[config.mk]
export PLATFORM = sky130hd
export DESIGN_NAME = uart_cmd_frame_ctrl
export DESIGN_NICKNAME = d
export VERILOG_FILES = /design/src/rtl/uart_frame_pkg.sv /design/src/rtl/uart_byte_timer.sv /design/src/rtl/uart_cmd_frame_ctrl.sv
export SDC_FILE = /design/constraint.sdc
export NUM_CORES = 1
export LEC_CHECK = 0
export BUFFER_PORTS_ARGS = -buffer_cell sky130_fd_sc_hd__buf_4
export CAP_MARGIN = 20
export CELL_PAD_IN_SITES_DETAIL_PLACEMENT = 0
export CELL_PAD_IN_SITES_GLOBAL_PLACEMENT = 2
export CORE_MARGIN = 4
export CORE_UTILIZATION = 38
export CTS_BUF_LIST = sky130_fd_sc_hd__clkbuf_8
export DETAILED_ROUTE_END_ITERATION = 8
export PLACE_DENSITY = 0.94
export SYNTH_ARGS = -nofsm -noshare
export SYNTH_HDL_FRONTEND = slang
export SYNTH_HIERARCHICAL = 1
export SYNTH_SLANG_ARGS = --single-unit
[constraint.sdc]
create_clock -name clk -period 4.1 [get_ports clk]
set_clock_uncertainty 0.05 [all_clocks]
set_input_delay 0 -clock clk [delete_from_list [all_inputs] [get_ports clk]]
set_output_delay 0 -clock clk [all_outputs]
set_load 0.02 [all_outputs]
[src/rtl/uart_frame_pkg.sv]
// Shared definitions for the UART command framing path: frame delimiters,
// error reason codes, frame-walker state encoding and byte arithmetic helpers.
package uart_frame_pkg;

    localparam logic [7:0] FRAME_HDR  = 8'hAA;
    localparam logic [7:0] FRAME_TAIL = 8'h55;

    localparam logic [2:0] ERR_NONE    = 3'd0;
    localparam logic [2:0] ERR_SLOT    = 3'd1;
    localparam logic [2:0] ERR_CSUM    = 3'd2;
    localparam logic [2:0] ERR_TAIL    = 3'd3;
    localparam logic [2:0] ERR_TIMEOUT = 3'd4;
    localparam logic [2:0] ERR_OVERRUN = 3'd5;

    typedef enum logic [2:0] {
        S_HDR  = 3'd0,
        S_CMD  = 3'd1,
        S_SLOT = 3'd2,
        S_DH   = 3'd3,
        S_DL   = 3'd4,
        S_CSUM = 3'd5,
        S_TAIL = 3'd6
    } frame_state_e;

    function automatic logic [7:0] csum_add(input logic [7:0] sum, input logic [7:0] b);
        return sum + b;
    endfunction

    function automatic logic [7:0] sat_inc8(input logic [7:0] v);
        return (v == 8'hFF) ? v : v + 8'd1;
    endfunction

endpackage

[src/rtl/uart_byte_timer.sv]
// Inter-byte watchdog: restarts on every received byte, counts while enabled and
// flags expiry once BYTE_TIMEOUT-1 idle cycles have elapsed since the last byte.
module uart_byte_timer #(
    parameter int BYTE_TIMEOUT = 52080
) (
    input  logic clk,
    input  logic rst_n,
    input  logic load_i,
    input  logic en_i,
    output logic expire_o
);

    localparam int CNT_W = $clog2(BYTE_TIMEOUT + 1);
    localparam logic [CNT_W-1:0] CNT_LAST = CNT_W'(BYTE_TIMEOUT - 1);

    logic [CNT_W-1:0] cnt_q;
    logic [CNT_W-1:0] cnt_d;

    // A byte in the same cycle as the limit suppresses expiry.
    always_comb begin
        expire_o = en_i && !load_i && (cnt_q == CNT_LAST);
        if (load_i || !en_i || expire_o) begin
            cnt_d = '0;
        end else begin
            cnt_d = cnt_q + CNT_W'(1'b1);
        end
    end

    // Counter register.
    always_ff @(posedge clk) begin
        if (!rst_n) begin
            cnt_q <= '0;
        end else begin
            cnt_q <= cnt_d;
        end
    end

endmodule

[src/rtl/uart_cmd_frame_ctrl.sv]
// Assembles 7-byte command frames (AA CMD SLOT DH DL CSUM 55) from the UART byte
// stream, validates them and hands decoded commands out on a valid/ready port.
module uart_cmd_frame_ctrl
    import uart_frame_pkg::*;
#(
    parameter int NUM_SLOTS    = 8,
    parameter int BYTE_TIMEOUT = 52080,
    parameter int SLOT_W       = 4
) (
    input  logic              clk,
    input  logic              rst_n,
    input  logic              rx_done,
    input  logic [7:0]        rx_data,
    output logic              cmd_valid,
    input  logic              cmd_ready,
    output logic [7:0]        cmd_code,
    output logic [SLOT_W-1:0] cmd_slot,
    output logic [15:0]       cmd_data,
    output logic              err_pulse,
    output logic [2:0]        err_code,
    output logic [7:0]        err_cnt,
    output logic              busy
);

    localparam logic [8:0] SLOT_LIM = 9'(NUM_SLOTS);

    frame_state_e state_q, state_d;
    logic [2:0]   fsm_err_s;
    logic [2:0]   err_s;
    logic         frame_ok_s;
    logic         expire_s;

    logic [7:0]        code_q, code_d;
    logic [SLOT_W-1:0] slot_q, slot_d;
    logic [7:0]        dh_q, dh_d;
    logic [7:0]        dl_q, dl_d;
    logic [7:0]        sum_q, sum_d;

    logic              cmd_valid_q, cmd_valid_d;
    logic [7:0]        cmd_code_q, cmd_code_d;
    logic [SLOT_W-1:0] cmd_slot_q, cmd_slot_d;
    logic [15:0]       cmd_data_q, cmd_data_d;
    logic              err_pulse_q, err_pulse_d;
    logic [2:0]        err_code_q, err_code_d;
    logic [7:0]        err_cnt_q, err_cnt_d;
    logic              busy_q, busy_d;

    uart_byte_timer #(
        .BYTE_TIMEOUT(BYTE_TIMEOUT)
    ) u_timer (
        .clk     (clk),
        .rst_n   (rst_n),
        .load_i  (rx_done),
        .en_i    (state_q != S_HDR),
        .expire_o(expire_s)
    );

    // State register.
    always_ff @(posedge clk) begin
        if (!rst_n) begin
            state_q <= S_HDR;
        end else begin
            state_q <= state_d;
        end
    end

    // Next state; a header value seen mid-frame is ordinary payload.
    always_comb begin
        state_d    = state_q;
        fsm_err_s  = ERR_NONE;
        frame_ok_s = 1'b0;
        if (rx_done) begin
            case (state_q)
                S_HDR:  state_d = (rx_data == FRAME_HDR) ? S_CMD : S_HDR;
                S_CMD:  state_d = S_SLOT;
                S_SLOT: begin
                    if ({1'b0, rx_data} >= SLOT_LIM) begin
                        fsm_err_s = ERR_SLOT;
                        state_d   = S_HDR;
                    end else begin
                        state_d   = S_DH;
                    end
                end
                S_DH:   state_d = S_DL;
                S_DL:   state_d = S_CSUM;
                S_CSUM: begin
                    if (rx_data != sum_q) begin
                        fsm_err_s = ERR_CSUM;
                        state_d   = S_HDR;
                    end else begin
                        state_d   = S_TAIL;
                    end
                end
                S_TAIL: begin
                    state_d = S_HDR;
                    if (rx_data != FRAME_TAIL) begin
                        fsm_err_s = ERR_TAIL;
                    end else begin
                        frame_ok_s = 1'b1;
                    end
                end
                default: state_d = S_HDR;
            endcase
        end else if (expire_s) begin
            fsm_err_s = ERR_TIMEOUT;
            state_d   = S_HDR;
        end else begin
            state_d = state_q;
        end
    end

    // Field capture, handshake/overrun resolution and error bookkeeping.
    always_comb begin
        code_d      = code_q;
        slot_d      = slot_q;
        dh_d        = dh_q;
        dl_d        = dl_q;
        sum_d       = sum_q;
        cmd_valid_d = cmd_valid_q;
        cmd_code_d  = cmd_code_q;
        cmd_slot_d  = cmd_slot_q;
        cmd_data_d  = cmd_data_q;
        err_s       = fsm_err_s;

        if (rx_done) begin
            case (state_q)
                S_CMD: begin
                    code_d = rx_data;
                    sum_d  = rx_data;
                end
                S_SLOT: begin
                    slot_d = rx_data[SLOT_W-1:0];
                    sum_d  = csum_add(sum_q, rx_data);
                end
                S_DH: begin
                    dh_d  = rx_data;
                    sum_d = csum_add(sum_q, rx_data);
                end
                S_DL: begin
                    dl_d  = rx_data;
                    sum_d = csum_add(sum_q, rx_data);
                end
                default: sum_d = sum_q;
            endcase
        end else begin
            sum_d = sum_q;
        end

        if (cmd_valid_q && cmd_ready) begin
            cmd_valid_d = 1'b0;
        end else begin
            cmd_valid_d = cmd_valid_q;
        end

        // Acceptance in the completing cycle frees the slot for the new frame.
        if (frame_ok_s) begin
            if (cmd_valid_q && !cmd_ready) begin
                err_s = ERR_OVERRUN;
            end else begin
                cmd_valid_d = 1'b1;
                cmd_code_d  = code_q;
                cmd_slot_d  = slot_q;
                cmd_data_d  = {dh_q, dl_q};
            end
        end else begin
            err_s = fsm_err_s;
        end

        err_pulse_d = (err_s != ERR_NONE);
        err_code_d  = err_s;
        if (err_pulse_d) begin
            err_cnt_d = sat_inc8(err_cnt_q);
        end else begin
            err_cnt_d = err_cnt_q;
        end
        busy_d = (state_d != S_HDR);
    end

    // Datapath and output registers.
    always_ff @(posedge clk) begin
        if (!rst_n) begin
            code_q      <= 8'h00;
            slot_q      <= '0;
            dh_q        <= 8'h00;
            dl_q        <= 8'h00;
            sum_q       <= 8'h00;
            cmd_valid_q <= 1'b0;
            cmd_code_q  <= 8'h00;
            cmd_slot_q  <= '0;
            cmd_data_q  <= 16'h0000;
            err_pulse_q <= 1'b0;
            err_code_q  <= ERR_NONE;
            err_cnt_q   <= 8'h00;
            busy_q      <= 1'b0;
        end else begin
            code_q      <= code_d;
            slot_q      <= slot_d;
            dh_q        <= dh_d;
            dl_q        <= dl_d;
            sum_q       <= sum_d;
            cmd_valid_q <= cmd_valid_d;
            cmd_code_q  <= cmd_code_d;
            cmd_slot_q  <= cmd_slot_d;
            cmd_data_q  <= cmd_data_d;
            err_pulse_q <= err_pulse_d;
            err_code_q  <= err_code_d;
            err_cnt_q   <= err_cnt_d;
            busy_q      <= busy_d;
        end
    end

    assign cmd_valid = cmd_valid_q;
    assign cmd_code  = cmd_code_q;
    assign cmd_slot  = cmd_slot_q;
    assign cmd_data  = cmd_data_q;
    assign err_pulse = err_pulse_q;
    assign err_code  = err_code_q;
    assign err_cnt   = err_cnt_q;
    assign busy      = busy_q;

endmodule

==> impl_metrics.json, run 1 <==
{
  "tightestPinTransition_ns": 1.04,
  "wl_per_cell_um": 14.2,
  "drive_gt1_frac": 0.157,
  "rsz0062_at_grt": "no",
  "post-cts-setup-buffer-count": 0,
  "synthXorXnorAreaFrac": 0.0366,
  "startpoint_type": "flip-flop",
  "ys_seq_area_frac": 0.451,
  "ant_nets": 0,
  "cts_num_sinks": 97,
  "place_area_um2": 4750,
  "synth-simple-area-share": 0.276,
  "period_minus_slack_ns": 2.38,
  "ys_ff_latch": 97,
  "vias": 3701,
  "synth_compound_area_frac": 0.140,
  "timing.fmax_mhz": 420,
  "clk_path_buf_depth": 2,
  "nets": 592,
  "crit_arrival_ns": 2.58,
  "via_per_inst": 5.18,
  "required_ns": 4.30,
  "antenna_found_initial": 0,
  "netlist_area_um2": 4300,
  "numCtsBuffers": 9,
  "synth.avg_cell_area_um2": 8.28,
  "synth-edff-count": 0,
  "outcome": "completed",
  "hold_viol_final": 0,
  "finalSetupViolCount": 0,
  "synth_mux_area_frac": 0.0235,
  "grt_pass1_wl_um": 16800,
  "track_usage": 0.156,
  "first_pass_iters": 5,
  "drc": 0,
  "synthFlopType": "dfxtp_1",
  "tns_ns": 0,
  "die_w_um": 114,
  "coreArea_um2": 11000,
  "postSynthCellCount": 520,
  "insertion_delay_ns": 0.36,
  "start_util": 0.392,
  "die_y_um": 114,
  "io_pins": 54,
  "p_per_area_nw_per_um2": 331,
  "slew_headroom": 0.300,
  "drv_slew": 0,
  "finish.instance_area_um2": 5020,
  "synth.distinct_cells": 61,
  "syn-num-nets": 542,
  "r2r_setup_slack_ns": 1.72,
  "synth_top_family_by_area": "simple AND/OR/NAND/NOR gates",
  "hold_class": "input port to flip-flop",
  "crit_fanout": 9,
  "grt_pass1_vias": 3463,
  "static-leakage-power_nw": 1.84,
  "portBuffers": 53,
  "synthArstFlopShare": 0,
  "cts-root-buf": "clkbuf_8",
  "crit_path_end_kind": "flip-flop",
  "cts_tree": "yes",
  "finalCritPeriodShare": 0.580,
  "syn_to_final_growth_pct": 16.7,
  "row_count": 38,
  "clkTransAtPathRegs_ns": 0.10,
  "synthAdderAreaFrac": 0.0308,
  "grt_max_degree": 42,
  "fp.dieArea_um2": 13100,
  "drt_wl_total_um": 10200,
  "antennaDiodeCount": 0,
  "dp_hpwl_um": 7120,
  "setup.worst_path.class": "flip-flop to flip-flop",
  "drtIter0Drc": 125,
  "maxCapViolations": 0,
  "cts_max_level": 3,
  "ir_drop_mv": 0.151,
  "gp_congestion": 0.815,
  "grt-ovfl-total": 0,
  "ys_warn_count": 6
}
-- logic make-up after synthesis --
| logic type | Yosys count |
|---|---|
| AO/OA/AOI/OAI | 96 |
| adder cells (fa/ha/maj) | 10 |
| XOR/XNOR | 18 |
| flip-flops | 97 |
| multiplexers | 10 |
| AND/OR/NAND/NOR | 252 |
| buffers and inverters | 37 |
-- synthesized netlist by cell type (3+ instances only) --
library cell	instances	share of area
buf_6	3	0.0078
nand4_1	10	0.015
nor2b_1	3	0.0044
or3_1	4	0.0058
ha_1	9	0.026
mux2i_1	9	0.021
dfxtp_1	97	0.45
o21ai_0	8	0.0093
and3_1	4	0.0058
buf_4	3	0.0052
a21oi_1	63	0.073
inv_1	11	0.0096
nand2_1	133	0.12
nor2_1	40	0.035
buf_2	7	0.0081
a311oi_1	6	0.012
xnor2_1	9	0.018
clkbuf_1	13	0.011
nor4_1	3	0.0044
nand2b_1	4	0.0058
xor2_1	9	0.018
nand3_1	21	0.024
nor3_1	7	0.0081
-- stage by stage --
stage / hold WS, ns / power [W] / setup slack, ns / utilization / instances
4_1_cts: 0.0787 / 0.00168 / 1.69 / 0.457 / 715
5_1_grt: 0.113 / 0.00174 / 1.49 / 0.457 / 715
2_1_floorplan: 0.0860 / 0.00107 / 1.95 / - / 520
3_3_place_gp: 0.267 / 0.00111 / 1.79 / 0.433 / 689
6_report: 0.0949 / 0.00166 / 1.72 / 0.457 / 715
3_5_place_dp: 0.273 / 0.00111 / 1.71 / 0.433 / 689
-- critical path, stage by stage, from the launching register on --
cell and delay (ns):
dfxtp_1 0.39, ha_1 0.22, and3_2 0.21, nand4_1 0.13, nor3b_1 0.30, inv_1 0.12
a2bb2oi_2 0.18, a31oi_4 0.32, a211oi_1 0.13, a41o_2 0.24
-- report_power, final --
part	internal (W)	switching [W]	leakage [nW]
Sequential	0.000954	0.0000107	0.783
Clock	0.000220	0.000343	0.0845
Combinational	0.0000525	0.0000816	0.971
-- registers in the layout (all words and copies together), names as in the netlist --
register       count
code_q             8
u_timer/cnt_q     16
dh_q               8
dl_q               8
state_q            3
err_code           3
err_cnt            8
cmd_slot           4
slot_q             4
cmd_valid          1
err_pulse          1
cmd_code           8
sum_q              8
cmd_data          16
busy               1
-- routing by layer --
metal | routed length, um | global-route usage | vias up
met1 | 4970 | 0.211 | 1759
met5 | 0 | 0 | -
met3 | 296 | 0.0328 | 10
li1 | - | - | 1886
met2 | 4800 | 0.253 | 46
met4 | 121 | 0.0412 | 0
-- layout make-up --
cell class	instances	area, um2
clock buffer	9	124
clock inverter	7	47.5
fill	1104	5960
inverter	11	41.3
multi-input combinational	386	2180
sequential	97	1940
tap	140	175
timing repair buffer	65	513
-- layout by cell type, fill, tap and decap left out, drive strengths merged, types with 3 or more instances in the layout --
cell type    instances
nand4               10
nor3                 8
nand2              134
dlygate4sd3         10
ha                   9
nand2b               5
o21ai                8
inv                 14
a311oi               6
xnor2                9
nor4                 3
buf                 55
nor2                40
and3                 5
clkbuf               9
a21oi               64
dfxtp               97
xor2                 9
and4                 4
mux2i                9
clkinvlp             3
or3                  4
nand3               22
a31oi                3
nor2b                4
-- timing repair --
action	4_1_cts	5_1_grt
gates resized for setup	0	0
endpoints found under the hold margin	39	0
hold buffers	10	0
-- worst paths after layout --
kind | to | start | depth (start not counted)
setup reg to reg | err_cnt[2]$_SDFFE_PN0P_ | u_timer/cnt_q[0]$_SDFF_PP0_ | 9
hold reg to reg | cmd_data[4]$_SDFFE_PN0P_ | cmd_data[4]$_SDFFE_PN0P_ | 2
hold / removal | err_code[0]$_SDFF_PN0_ | cmd_ready | 4
setup / recovery | err_cnt[2]$_SDFFE_PN0P_ | u_timer/cnt_q[0]$_SDFF_PP0_ | 9
No activity file was read; power rests on OpenSTA's default activity.
==> inputs of run 2 (changes only) <==
Settings changed: CORE_UTILIZATION 38 to 36, PLACE_DENSITY 0.94 to 0.9.
Clock period 4.1 ns to 2.5 ns, I/O delays scaled along.
==> run 2 against run 1 <==
Register-to-register slack worse by 1.6 ns. Non-clock buffer count rose by 9. Sequential share of layout area down 0.53 points. Combinational power rose by 70%. Cell count rose by 1.5%. Total power is 65% higher. Utilization shrank 1.7 points. Fmax is 0.20% higher. Sequential cell count unchanged. Via count is 0.41% lower. Die area up 5.2%. Critical endpoint unchanged. Largest cell class unchanged.
==> impl_metrics.json, run 2 (synthesized netlist as in run 1, its figures left out) <==
{
  "cts_tree": "yes",
  "crit_fanout": 9,
  "crit_chain": "ha_1, and3_2, nand4_1, nor3b_1, inv_1, a2bb2oi_2, a31oi_4, a211oi_1, a41o_2",
  "syn_to_final_growth_pct": 18.3,
  "p_total_w": 0.00274,
  "crit_arrival_ns": 2.59,
  "final_common_cell": "nand2_1",
  "insertion_delay_ns": 0.36,
  "numCtsBuffers": 9,
  "cts_num_sinks": 97,
  "wl_met1_um": 4970,
  "rr_startpoint": "u_timer/cnt_q[0]$_SDFF_PP0_",
  "first_pass_iters": 4,
  "layout_setup_ws_ns": 0.125,
  "slew_headroom": 0.643,
  "drc": 0,
  "slowest_stage": "dfxtp_1",
  "crit_start": "u_timer/cnt_q[0]$_SDFF_PP0_",
  "vias": 3686,
  "grt-ovfl-total": 0,
  "hold_viol_final": 0,
  "track_usage": 0.154,
  "ir_drop_mv": 0.227,
  "setup.worst_path.class": "flip-flop to flip-flop",
  "fp.dieArea_um2": 13800,
  "wl_met2_um": 4890,
  "drive_gt1_frac": 0.170,
  "static-leakage-power_nw": 1.88,
  "finalSetupViolCount": 0,
  "max_stage_delay_ns": 0.39,
  "timing.fmax_mhz": 421,
  "gp_congestion": 0.830,
  "hold_class": "input port to flip-flop",
  "drtIter0Drc": 239,
  "wl_per_cell_um": 14.3,
  "fillers": 1192,
  "grt_pass1_wl_um": 17600,
  "antennaDiodeCount": 0,
  "die_w_um": 117,
  "drv_slew": 0,
  "maxCapViolations": 0,
  "clkTransAtPathRegs_ns": 0.09,
  "cts_max_level": 3,
  "dp_slack_ns": 0.124,
  "start_util": 0.372,
  "io_pins": 54,
  "post-cts-setup-buffer-count": 0,
  "cts-root-buf": "clkbuf_8",
  "r2r_setup_slack_ns": 0.13,
  "coreArea_um2": 11600,
  "antenna_found_initial": 0,
  "startpoint_type": "flip-flop",
  "r2r_end": "err_cnt[2]$_SDFFE_PN0P_",
  "row_count": 39,
  "dp_hpwl_um": 7320,
  "nets": 601,
  "crit_path_end_kind": "flip-flop",
  "portBuffers": 53,
  "r2r_cells": 9,
  "rsz0062_at_grt": "no",
  "layout_common_cells": "nand2_1, dfxtp_1, buf_4",
  "via_per_inst": 5.08,
  "die_y_um": 117,
  "met3_length_um": 338,
  "finalCritPeriodShare": 0.950,
  "clk_path_buf_depth": 2,
  "grt_max_degree": 29,
  "tns_ns": 0,
  "regArea_um2": 1940,
  "top_layer": "met4",
  "ant_nets": 0,
  "tightestPinTransition_ns": 0.536,
  "p_per_area_nw_per_um2": 537,
  "grt_pass1_vias": 3611,
  "period_minus_slack_ns": 2.37,
  "outcome": "completed",
  "multi_input_area_um2": 2180,
  "drt_wl_total_um": 10400,
  "required_ns": 2.71,
  "cp-endpoint": "err_cnt[2]$_SDFFE_PN0P_"
}
-- run 2: cell types whose count changed in the layout (fill, tap and decap cells not counted) --
cell,change
buf_4,+9
clkinvlp_4,-1
clkbuf_8,+1
inv_1,-1
clkinv_2,+1
clkinv_4,-1
-- run 2: what timing repair did --
item                                   4_1_cts  5_1_grt
hold buffers                                10        0
endpoints found under the hold margin       39        0
gates resized for setup                      0        0
-- run 2: through the flow --
step | util | hold slack [ns] | std cells | cell area [um2]
after global placement | 0.417 | 0.269 | 701 | 4820
after global routing | 0.440 | 0.0981 | 726 | 5090
after detailed placement | 0.417 | 0.272 | 701 | 4820
after CTS | 0.440 | 0.0738 | 726 | 5090
final | 0.440 | 0.0938 | 726 | 5090
after floorplan | - | 0.0860 | 520 | 4300
-- run 2: worst min path at each step --
stage                from                endpoint  depth (start not counted)
5_1_grt         cmd_ready  err_code[0]$_SDFF_PN0_                          4
4_1_cts         cmd_ready  err_code[0]$_SDFF_PN0_                          4
2_1_floorplan  rx_data[0]  code_q[0]$_SDFFE_PN0P_                          2
3_3_place_gp   rx_data[0]  code_q[0]$_SDFFE_PN0P_                          3
6_report        cmd_ready  err_code[0]$_SDFF_PN0_                          4
3_5_place_dp   rx_data[1]    dl_q[1]$_SDFFE_PN0P_                          3
-- run 2: area by class of cell --
class / count / share of cell area
clock buffer: 10 / 0.0270
timing repair buffer: 74 / 0.114
multi-input combinational: 386 / 0.428
sequential: 97 / 0.381
clock inverter: 5 / 0.00639
inverter: 11 / 0.00811
tap: 143 / 0.0351
-- run 2: worst max-delay path, delay by kind of cell, from the launching register on --
kind                     cells  cell delay, ns
AO/OA/AOI/OAI                4            0.87
adder cells (fa/ha/maj)      1            0.22
buffers and inverters        1            0.12
flip-flops                   1            0.39
AND/OR/NAND/NOR              3            0.62
-- run 2: layer usage --
metal	vias up	track usage
li1	1898	-
met1	1718	0.200
met2	58	0.251
met3	12	0.0260
met4	0	0.0682
met5	-	0
-- run 2: power breakdown --
part | internal [W] | switching [W] | total [W]
Sequential | 0.00156 | 0.0000156 | 0.00158
Combinational | 0.0000913 | 0.000136 | 0.000228
Clock | 0.000382 | 0.000547 | 0.000929
Total | 0.00204 | 0.000699 | 0.00274
==> inputs of run 3 (changes only) <==
Settings changed: CTS_CLUSTER_DIAMETER set to 80, RECOVER_POWER set to 25, SLEW_MARGIN set to 30.
==> run 3 against run 2 <==
Fmax increased by 0.15%. Sequential share of layout area increased by 0.98 points. Worst setup slack improved by 0.0036 ns. Hold slack improved by 0.0012 ns. Critical path depth unchanged. Utilization decreased by 1.1 points. Cell count unchanged. Highest routed layer unchanged. Non-clock buffer count unchanged. Global-route usage unchanged.
==> impl_metrics.json, run 3 (synthesized netlist as in run 1, its figures left out) <==
{
  "rsz0062_at_grt": "no",
  "syn_to_final_growth_pct": 15.4,
  "met3_length_um": 331,
  "coreArea_um2": 11600,
  "fp.dieArea_um2": 13800,
  "maxCapViolations": 0,
  "clkTransAtPathRegs_ns": 0.09,
  "placed_cells": 701,
  "drtIter0Drc": 244,
  "hp-start": "cmd_ready",
  "finalSetupViolCount": 0,
  "required_ns": 2.71,
  "crit_chain": "ha_1, and3_2, nand4_1, nor3b_1, inv_1, a2bb2oi_2, a31oi_4, a211oi_1, a41o_2",
  "startpoint_type": "flip-flop",
  "r2r_setup_slack_ns": 0.13,
  "nets": 601,
  "hold_class": "input port to flip-flop",
  "setup.worst_path.class": "flip-flop to flip-flop",
  "clk_path_buf_depth": 2,
  "drt_wl_total_um": 10400,
  "slew_headroom": 0.643,
  "drc": 0,
  "hold_depth": 4,
  "grt_max_degree": 29,
  "rr_startpoint": "u_timer/cnt_q[0]$_SDFF_PP0_",
  "vias": 3673,
  "r2r_end": "err_cnt[2]$_SDFFE_PN0P_",
  "stdcell_count": 726,
  "die_y_um": 117,
  "grt_pass1_wl_um": 17600,
  "antenna_found_initial": 0,
  "cts_num_sinks": 97,
  "ir_drop_mv": 0.227,
  "utilization": 0.429,
  "cts_max_level": 3,
  "min_to": "err_code[0]$_SDFF_PN0_",
  "period_minus_slack_ns": 2.37,
  "timing.fmax_mhz": 422,
  "grt_pass1_vias": 3611,
  "start_util": 0.372,
  "layout_common_cells": "nand2_1, dfxtp_1, a21oi_1",
  "post-cts-setup-buffer-count": 0,
  "row_count": 39,
  "tns_ns": 0,
  "wl_met1_um": 5020,
  "hold_viol_final": 0,
  "finalCritPeriodShare": 0.949,
  "top_layer": "met4",
  "first_pass_iters": 4,
  "insertion_delay_ns": 0.36,
  "cts_tree": "yes",
  "crit_path_end_kind": "flip-flop",
  "dp_slack_ns": 0.124,
  "gp_congestion": 0.830,
  "max_stage_delay_ns": 0.39,
  "grt-ovfl-total": 0,
  "wl_per_cell_um": 14.3,
  "fillers": 1220,
  "wl_met2_um": 4930,
  "ant_nets": 0,
  "drv_slew": 0,
  "static-leakage-power_nw": 1.74,
  "antennaDiodeCount": 0,
  "dp_hpwl_um": 7320,
  "p_per_area_nw_per_um2": 551,
  "layout_setup_ws_ns": 0.129,
  "numCtsBuffers": 9,
  "slowest_stage": "dfxtp_1",
  "crit_arrival_ns": 2.59,
  "cts-root-buf": "clkbuf_8",
  "drive_gt1_frac": 0.111,
  "final_common_cell": "nand2_1",
  "track_usage": 0.154,
  "die_w_um": 117,
  "outcome": "completed",
  "tightestPinTransition_ns": 0.535,
  "portBuffers": 53,
  "via_per_inst": 5.06,
  "io_pins": 54,
  "r2r_cells": 9,
  "crit_fanout": 9
}
-- run 3: how the worst max path moves through the flow --
stage	startpoint	slack [ns]	end	depth (start not counted)
floorplan	u_timer/cnt_q[0]$_SDFF_PP0_	0.35	err_cnt[2]$_SDFFE_PN0P_	9
global placement	u_timer/cnt_q[0]$_SDFF_PP0_	0.16	err_cnt[2]$_SDFFE_PN0P_	9
detailed placement	u_timer/cnt_q[0]$_SDFF_PP0_	0.12	err_cnt[2]$_SDFFE_PN0P_	9
CTS	u_timer/cnt_q[0]$_SDFF_PP0_	0.11	err_cnt[2]$_SDFFE_PN0P_	9
global route	u_timer/cnt_q[0]$_SDFF_PP0_	0.01	err_cnt[2]$_SDFFE_PN0P_	9
finish	u_timer/cnt_q[0]$_SDFF_PP0_	0.13	err_cnt[2]$_SDFFE_PN0P_	9
-- run 3: final cells by class --
type	instances	area (um2)	area share
clock buffers	10	138	0.0277
multi-input cells	386	2180	0.439
flip-flops and latches	97	1940	0.391
repair buffers	74	453	0.0912
inverters	11	41.3	0.00831
clock inverters	5	32.5	0.00655
well taps	143	179	0.0360
-- run 3: where the power goes --
part | total (W) | switching, W | internal, W | leakage (nW)
sequential | 0.00158 | 0.0000154 | 0.00156 | 0.783
combinational | 0.000226 | 0.000137 | 0.0000894 | 0.870
clock | 0.000929 | 0.000546 | 0.000382 | 0.0860
total | 0.00273 | 0.000699 | 0.00204 | 1.74
-- run 3: metal layers --
layer | vias to the layer above | global-route usage
met1 | 1711 | 0.200
met3 | 9 | 0.0260
met2 | 59 | 0.251
li1 | 1894 | -
met4 | 0 | 0.0682
met5 | - | 0
-- run 3: repair_timing --
action	CTS	global route
gates resized for setup	0	0
setup endpoints to repair	0	0
hold endpoints to repair	39	0
hold buffers	10	0
-- run 3: stage by stage --
step                power (W)  instance area (um2)  hold slack, ns
floorplan             0.00176                 4300          0.0860
global placement      0.00183                 4820           0.269
global route          0.00286                 4970          0.0981
detailed placement    0.00183                 4820           0.272
CTS                   0.00277                 5090          0.0738
finish                0.00273                 4970          0.0950
-- run 3: worst max-delay path: cells and delay by family (launching register included) --
| family | cells | cell delay [ns] |
|---|---|---|
| buf+inv | 1 | 0.11 |
| simple gates | 3 | 0.62 |
| compound gates | 4 | 0.87 |
| fa+ha+maj | 1 | 0.22 |
| flops | 1 | 0.39 |
